**src/rtl/safe_cpu_wrapper_csr.sv**
```systemverilog
// Redundancy-mode CSR target for the safe CPU wrapper: register file on the reg bus
// plus the halt/switch/resume sequencer that applies a new single/DMR/TMR mode.
package reg_pkg;
  typedef struct packed {
    logic [31:0] addr;
    logic        write;
    logic [31:0] wdata;
    logic [3:0]  wstrb;
    logic        valid;
  } reg_req_t;

  typedef struct packed {
    logic [31:0] rdata;
    logic        error;
    logic        ready;
  } reg_rsp_t;
endpackage

// state  | meaning
// IDLE   | no sequence running; CTRL writes accepted
// HALT   | halt requested on all harts, waiting for all halted or timeout
// SWITCH | single cycle, new mode applied, counter reloaded
// RESUME | halt released, waiting for all harts running or timeout
module safe_cpu_wrapper_csr #(
  parameter int unsigned NHARTS      = 3,
  parameter logic [15:0] TIMEOUT_RST = 16'h0400
) (
  input  logic                clk_i,
  input  logic                rst_ni,
  input  reg_pkg::reg_req_t   reg_req_i,
  output reg_pkg::reg_rsp_t   reg_rsp_o,
  input  logic [NHARTS-1:0]   halted_i,
  output logic [NHARTS-1:0]   halt_req_o,
  output logic [1:0]          mode_o,
  output logic                busy_o,
  output logic                switch_done_o
);

  typedef enum logic [1:0] {
    ST_IDLE,
    ST_HALT,
    ST_SWITCH,
    ST_RESUME
  } state_e;

  state_e      state_q, state_d;
  logic [1:0]  mode_req_q, mode_req_d;
  logic [1:0]  mode_q, mode_d;
  logic [15:0] cnt_q, cnt_d;
  logic [15:0] timeout_q, timeout_d;
  logic [31:0] scratch_q, scratch_d;
  logic        to_err_q, to_err_d;
  logic        mode_err_q, mode_err_d;
  logic        done_q, done_d;

  logic [5:0]  offset;
  logic        sel_ctrl, sel_status, sel_timeout, sel_scratch;
  logic        wr;
  logic        ctrl_wr, start_req, start_ok, mode_err_set;
  logic [1:0]  wr_mode;
  logic        to_err_set, to_err_clr, mode_err_clr;
  logic        unused_addr_bits;

  function automatic logic [31:0] apply_strb(input logic [31:0] old_v,
                                             input logic [31:0] new_v,
                                             input logic [3:0]  strb);
    logic [31:0] res;
    res = old_v;
    for (int b = 0; b < 4; b++) begin
      if (strb[b]) res[8*b +: 8] = new_v[8*b +: 8];
    end
    return res;
  endfunction

  assign offset      = reg_req_i.addr[7:2];
  assign sel_ctrl    = reg_req_i.valid && (offset == 6'd0);
  assign sel_status  = reg_req_i.valid && (offset == 6'd1);
  assign sel_timeout = reg_req_i.valid && (offset == 6'd2);
  assign sel_scratch = reg_req_i.valid && (offset == 6'd3);
  assign wr          = reg_req_i.write;

  assign unused_addr_bits = ^{reg_req_i.addr[31:8], reg_req_i.addr[1:0]};

  // CTRL is frozen while a sequence runs, so mode_req_q doubles as the latched target
  assign ctrl_wr      = sel_ctrl && wr && (state_q == ST_IDLE);
  assign wr_mode      = reg_req_i.wstrb[0] ? reg_req_i.wdata[1:0] : mode_req_q;
  assign start_req    = ctrl_wr && reg_req_i.wstrb[1] && reg_req_i.wdata[8];
  assign start_ok     = start_req && (wr_mode != 2'd3);
  assign mode_err_set = start_req && (wr_mode == 2'd3);
  assign to_err_clr   = sel_status && wr && reg_req_i.wstrb[0] && reg_req_i.wdata[3];
  assign mode_err_clr = sel_status && wr && reg_req_i.wstrb[0] && reg_req_i.wdata[4];

  always_comb begin
    state_d    = state_q;
    cnt_d      = cnt_q;
    mode_d     = mode_q;
    done_d     = 1'b0;
    to_err_set = 1'b0;
    halt_req_o = '0;
    case (state_q)
      ST_IDLE: begin
        if (start_ok) begin
          cnt_d   = timeout_q;
          state_d = ST_HALT;
        end
      end
      ST_HALT: begin
        halt_req_o = '1;
        if (&halted_i) begin
          state_d = ST_SWITCH;
        end else if (cnt_q <= 16'd1) begin
          to_err_set = 1'b1;
          cnt_d      = '0;
          state_d    = ST_IDLE;
        end else begin
          cnt_d = cnt_q - 16'd1;
        end
      end
      ST_SWITCH: begin
        mode_d  = mode_req_q;
        cnt_d   = timeout_q;
        state_d = ST_RESUME;
      end
      ST_RESUME: begin
        if (halted_i == '0) begin
          done_d  = 1'b1;
          cnt_d   = '0;
          state_d = ST_IDLE;
        end else if (cnt_q <= 16'd1) begin
          to_err_set = 1'b1;
          cnt_d      = '0;
          state_d    = ST_IDLE;
        end else begin
          cnt_d = cnt_q - 16'd1;
        end
      end
      default: state_d = ST_IDLE;
    endcase
  end

  always_comb begin
    mode_req_d = mode_req_q;
    timeout_d  = timeout_q;
    scratch_d  = scratch_q;
    if (ctrl_wr && reg_req_i.wstrb[0] && !mode_err_set) begin
      mode_req_d = reg_req_i.wdata[1:0];
    end
    if (sel_timeout && wr) begin
      if (reg_req_i.wstrb[0]) timeout_d[7:0]  = reg_req_i.wdata[7:0];
      if (reg_req_i.wstrb[1]) timeout_d[15:8] = reg_req_i.wdata[15:8];
    end
    if (sel_scratch && wr) begin
      scratch_d = apply_strb(scratch_q, reg_req_i.wdata, reg_req_i.wstrb);
    end
    // a hardware set in the same cycle as a W1C must not be lost
    to_err_d   = (to_err_q & ~to_err_clr) | to_err_set;
    mode_err_d = (mode_err_q & ~mode_err_clr) | mode_err_set;
  end

  always_ff @(posedge clk_i or negedge rst_ni) begin
    if (!rst_ni) begin
      state_q    <= ST_IDLE;
      cnt_q      <= '0;
      mode_q     <= 2'd0;
      mode_req_q <= 2'd0;
      timeout_q  <= TIMEOUT_RST;
      scratch_q  <= '0;
      to_err_q   <= 1'b0;
      mode_err_q <= 1'b0;
      done_q     <= 1'b0;
    end else begin
      state_q    <= state_d;
      cnt_q      <= cnt_d;
      mode_q     <= mode_d;
      mode_req_q <= mode_req_d;
      timeout_q  <= timeout_d;
      scratch_q  <= scratch_d;
      to_err_q   <= to_err_d;
      mode_err_q <= mode_err_d;
      done_q     <= done_d;
    end
  end

  always_comb begin
    reg_rsp_o       = '0;
    reg_rsp_o.ready = reg_req_i.valid;
    if (reg_req_i.valid) begin
      case (offset)
        6'd0: reg_rsp_o.rdata[1:0] = mode_req_q;
        6'd1: begin
          reg_rsp_o.rdata[1:0]          = mode_q;
          reg_rsp_o.rdata[2]            = (state_q != ST_IDLE);
          reg_rsp_o.rdata[3]            = to_err_q;
          reg_rsp_o.rdata[4]            = mode_err_q;
          reg_rsp_o.rdata[8 +: NHARTS]  = halted_i;
        end
        6'd2: reg_rsp_o.rdata[15:0] = timeout_q;
        6'd3: reg_rsp_o.rdata       = scratch_q;
        default: reg_rsp_o.error = 1'b1;
      endcase
    end
  end

  assign mode_o        = mode_q;
  assign busy_o        = (state_q != ST_IDLE);
  assign switch_done_o = done_q;

endmodule
```
**config.mk**
```make
export PLATFORM = sky130hd
export DESIGN_NAME = safe_cpu_wrapper_csr
export DESIGN_NICKNAME = d
export VERILOG_FILES = /design/src/rtl/safe_cpu_wrapper_csr.sv
export SDC_FILE = /design/constraint.sdc
export NUM_CORES = 1
export LEC_CHECK = 0
export CORE_MARGIN = 5
export CORE_UTILIZATION = 48
export DETAILED_ROUTE_END_ITERATION = 8
export PLACE_DENSITY_LB_ADDON = 0.12
export SYNTH_ARGS = -nofsm -noshare
export SYNTH_HDL_FRONTEND = slang
export SYNTH_SLANG_ARGS = --single-unit
```
**constraint.sdc**
```tcl
create_clock -name clk_i -period 2.8 [get_ports clk_i]
set_input_delay 0.56 -clock clk_i [delete_from_list [all_inputs] [get_ports clk_i]]
set_output_delay 0.56 -clock clk_i [all_outputs]
set_load 0.005 [all_outputs]
```
==> results.txt <==
The global-route congestion overflow total is 0. The worst hold path belongs to the class in2async. In the routed design, unresolved DRC markers number 0. The synthesized flop and latch total is 73.

After detailed placement, the total cell area comes to 4990 µm². Between clock sinks in the finished design, the worst skew comes to 6.36 ps. The count of different cell masters after synthesis came out at 51. The initial antenna violation count is 0. The maximum vdd ir drop is 0.000363 V. For the pin with the worst max-slew slack, the measured transition is 458 ps. The slack of the worst reg-to-reg path came out at 580 ps. The antenna diode count came out at 0. Leaving out filler cells and counting taps, the final layout contains 569. Setup repair after global routing could not meet its margin everywhere. TritonCTS built the clock tree. The worst hold slack came out at 230 ps. The count of cells along the worst register-to-register path is 6. In the synthesized netlist the dominant register cell turns out to be sky130_fd_sc_hd__dfrtp_1. The core outline area came out at 8090 µm². The largest individual stage delay along the critical path comes from the cell sky130_fd_sc_hd__clkdlybuf4s50_1.

The detailed placer's ending HPWL is 7.61 mm. The total negative slack for setup checks is 0 ps. The number of search-and-repair iterations in the first detailed-routing pass is 5. The initial utilization of the core area, before any placement, comes to 48.7%. The width of the chip is 101 µm. The highest routing layer actually used is met4. After clock tree synthesis, the flow added hold-fix buffers numbering 0. The register clock-pin slew on the reported worst setup and hold paths is 80 ps.

Traced cell by cell, the critical path runs through dlygate4sd2_1, nor4_4, and3_4, buf_12, and3_1, clkdlybuf4s50_1. The final hold violation count came to 0. The final design instance area without fill came out at 5280 µm².

The total vias in the final route is 3300. The routed length on met1 is 4.48 mm. In this run the number of H-tree levels came out at 3. The worst setup path is of the in2out kind. The per-cell via count in the routed design is 5.80. From bottom edge to top edge, the die measures 101 µm. The worst register-to-register path begins at state_q[0].

The synthesized design spends more area on one cell type than any other, namely sky130_fd_sc_hd__dfrtp_1. The maximum fanout encountered on the critical timing path came out at 19. The worst slew margin relative to its limit is 69.4%. The sequential fraction of the synthesis area came out at 46.4%. The final clock period utilization by the worst path came out at 97.9%.

The run finished with clean final reports. The pin count of the biggest net entering global routing came out at 74. The average detailed-routed wire length per instance is 18.5 µm. The post-synthesis instance total came out at 367. The number of violations reported at the end of detailed-routing iteration 0 came out at 218. The count of nets left with antenna violations after detail routing came out at 0. STA classifies the critical path startpoint as a primary input. The required time of the critical path came out at 2240 ps. Counting flops with an async set or reset pin after synthesis yields a share of 100%. The area growth from synthesis to layout came out at 34.0%. The latest clock arrival within the worst-skew pair came out at 340 ps. After the last flow step, the layout net total stands at 536.

During synthesis, Yosys emitted a total of 0 warnings. In this run the deepest clock path goes through 2 buffers. After detailed placement, the design holds a cell count of 551. The peak per-stage delay on the critical path is 500 ps.

The critical path buffer and inverter count is 3. Yosys attributes the largest share of cell area to sky130_fd_sc_hd__dfrtp_1, sky130_fd_sc_hd__mux2_2, sky130_fd_sc_hd__a22o_1. The die covers 10100 µm². 116 I/O pins were placed. The worst setup path is captured at an output pin. The maximum clock frequency is 0.365 GHz. The global-route usage over all layers came out at 21.5%. The count of clock tree sinks came out at 73. The number of buffers added on ports is 89. The first-pass GRT wire length is 17.2 mm.

In this design, the largest share of critical-path delay is due to buffers and inverters. The post-synth net total came out at 444. The number of global-route vias before repair is 3400. The post-route total power is 3560 µW. The share of cells above drive strength 1 came out at 24.8%.

The total detailed-routing wirelength came out at 10.5 mm. Across the run, the number of max-cap violations was 0. The area of the mapped netlist is 3940 µm². The smallest clock period supported by the final layout is computed as 2740 ps. The wire length on met2 came out at 5.02 mm. For this design the static power due to leakage is 0.00253 µW.

The number of clock buffers inserted by TritonCTS is 9. The filler cell count came out at 691. STA puts the critical path data arrival time at 2180 ps. The total power density per cell area is 674 nW/µm². Dividing the synthesized area by the synthesized cell count gives 10.7 µm².

The terminus of the critical flop-to-flop path is cnt_q[6]. The total count of max-transition violations in the final report is 0. Clock tree synthesis selected as its root buffer the cell sky130_fd_sc_hd__clkbuf_8. The global placement routability congestion is 0.896.

The number of enable flip-flop cells after synthesis came out at 0. The share of the synthesized area in the top cell type came out at 45.7%. After floorplanning, the core was divided into 33 placement rows. The met3 wire length is 807 µm.

The setup violation total in the final timing report is 0.
[metrics by stage]
step                worst slack (ps)  util, %
finish                          58.3     65.2
global placement                -249     61.7
CTS                             6.94     64.6
global route                   -18.9     65.2
detailed placement              -258     61.7
floorplan                        490        -
[worst max-delay path by stage]
stage / start / end / cells after the start
finish: reg_req_i[43] / reg_rsp_o[23] / 6
global placement: reg_req_i[43] / reg_rsp_o[7] / 7
global route: reg_req_i[41] / reg_rsp_o[11] / 7
detailed placement: reg_req_i[43] / reg_rsp_o[7] / 7
floorplan: reg_req_i[43] / reg_rsp_o[13] / 6
CTS: reg_req_i[44] / reg_rsp_o[17] / 7
[registers in the layout, indices dropped and copies added (netlist names)]
name	flops
mode_err_q	1
switch_done_o	1
mode_o	2
timeout_q	16
state_q	2
mode_req_q	2
cnt_q	16
to_err_q	1
scratch_q	32
[cell usage after synthesis (3+ instances only)]
cell type and number:
sky130_fd_sc_hd__inv_1 8, sky130_fd_sc_hd__a221oi_1 4, sky130_fd_sc_hd__nand3_1 8, sky130_fd_sc_hd__buf_2 7, sky130_fd_sc_hd__buf_4 3, sky130_fd_sc_hd__nor4_1 5, sky130_fd_sc_hd__a22o_1 19, sky130_fd_sc_hd__o21ai_0 22
sky130_fd_sc_hd__dfrtp_1 72, sky130_fd_sc_hd__clkbuf_1 12, sky130_fd_sc_hd__buf_6 3, sky130_fd_sc_hd__nor2b_1 4, sky130_fd_sc_hd__nand2_2 4, sky130_fd_sc_hd__mux2_2 56, sky130_fd_sc_hd__and3_1 19, sky130_fd_sc_hd__nand4_1 5
sky130_fd_sc_hd__or2_2 3, sky130_fd_sc_hd__a22oi_1 6, sky130_fd_sc_hd__nor3_1 9, sky130_fd_sc_hd__a21oi_1 10, sky130_fd_sc_hd__nor2_1 27, sky130_fd_sc_hd__and2_1 5, sky130_fd_sc_hd__nand2_1 13, sky130_fd_sc_hd__o2bb2ai_1 5
[layer usage]
| metal | global-route usage [%] | vias up |
|---|---|---|
| li1 | - | 1551 |
| met1 | 27.3 | 1621 |
| met4 | 8.08 | 0 |
| met3 | 7.54 | 21 |
| met5 | 0 | - |
| met2 | 33.7 | 107 |
[power by group]
group / internal (µW) / leakage (µW) / switching, µW
sequential: 1200 / 0.000978 / 196
clock: 505 / 0.0000991 / 423
combinational: 566 / 0.00145 / 664
total: 2270 / 0.00253 / 1280
[layout make-up]
class | count | area (µm²) | area share (%)
inverter | 8 | 30.0 | 0.569
tap | 105 | 131 | 2.49
clock inverter | 6 | 91.3 | 1.73
clock buffer | 10 | 128 | 2.42
multi-input combinational | 259 | 1970 | 37.3
sequential | 73 | 1830 | 34.6
timing repair buffer | 108 | 1100 | 20.9
[placed cells by master (no fill, tap or decap), types with 10 or more instances in the layout]
| cell | instances |
|---|---|
| sky130_fd_sc_hd__a21oi_1 | 10 |
| sky130_fd_sc_hd__a22o_1 | 19 |
| sky130_fd_sc_hd__and3_1 | 17 |
| sky130_fd_sc_hd__buf_4 | 12 |
| sky130_fd_sc_hd__clkdlybuf4s50_1 | 70 |
| sky130_fd_sc_hd__dfrtp_1 | 72 |
| sky130_fd_sc_hd__dlygate4sd2_1 | 11 |
| sky130_fd_sc_hd__mux2_2 | 56 |
| sky130_fd_sc_hd__nand2_1 | 12 |
| sky130_fd_sc_hd__nor2_1 | 27 |
| sky130_fd_sc_hd__o21ai_0 | 22 |
[timing repair]
item,4_1_cts,5_1_grt
setup endpoints to repair,32,17
setup buffers,2,0
resized for setup,15,16
pin swaps,2,2
[logic make-up after synthesis]
logic type | Yosys count | share of synthesized area, %
compound gates | 81 | 14.7
fa+ha+maj | 2 | 0.635
buf+inv | 35 | 4.41
flops | 73 | 46.4
mux | 58 | 16.5
simple gates | 118 | 17.3
Note: power is estimated with default switching activity, not from simulation.
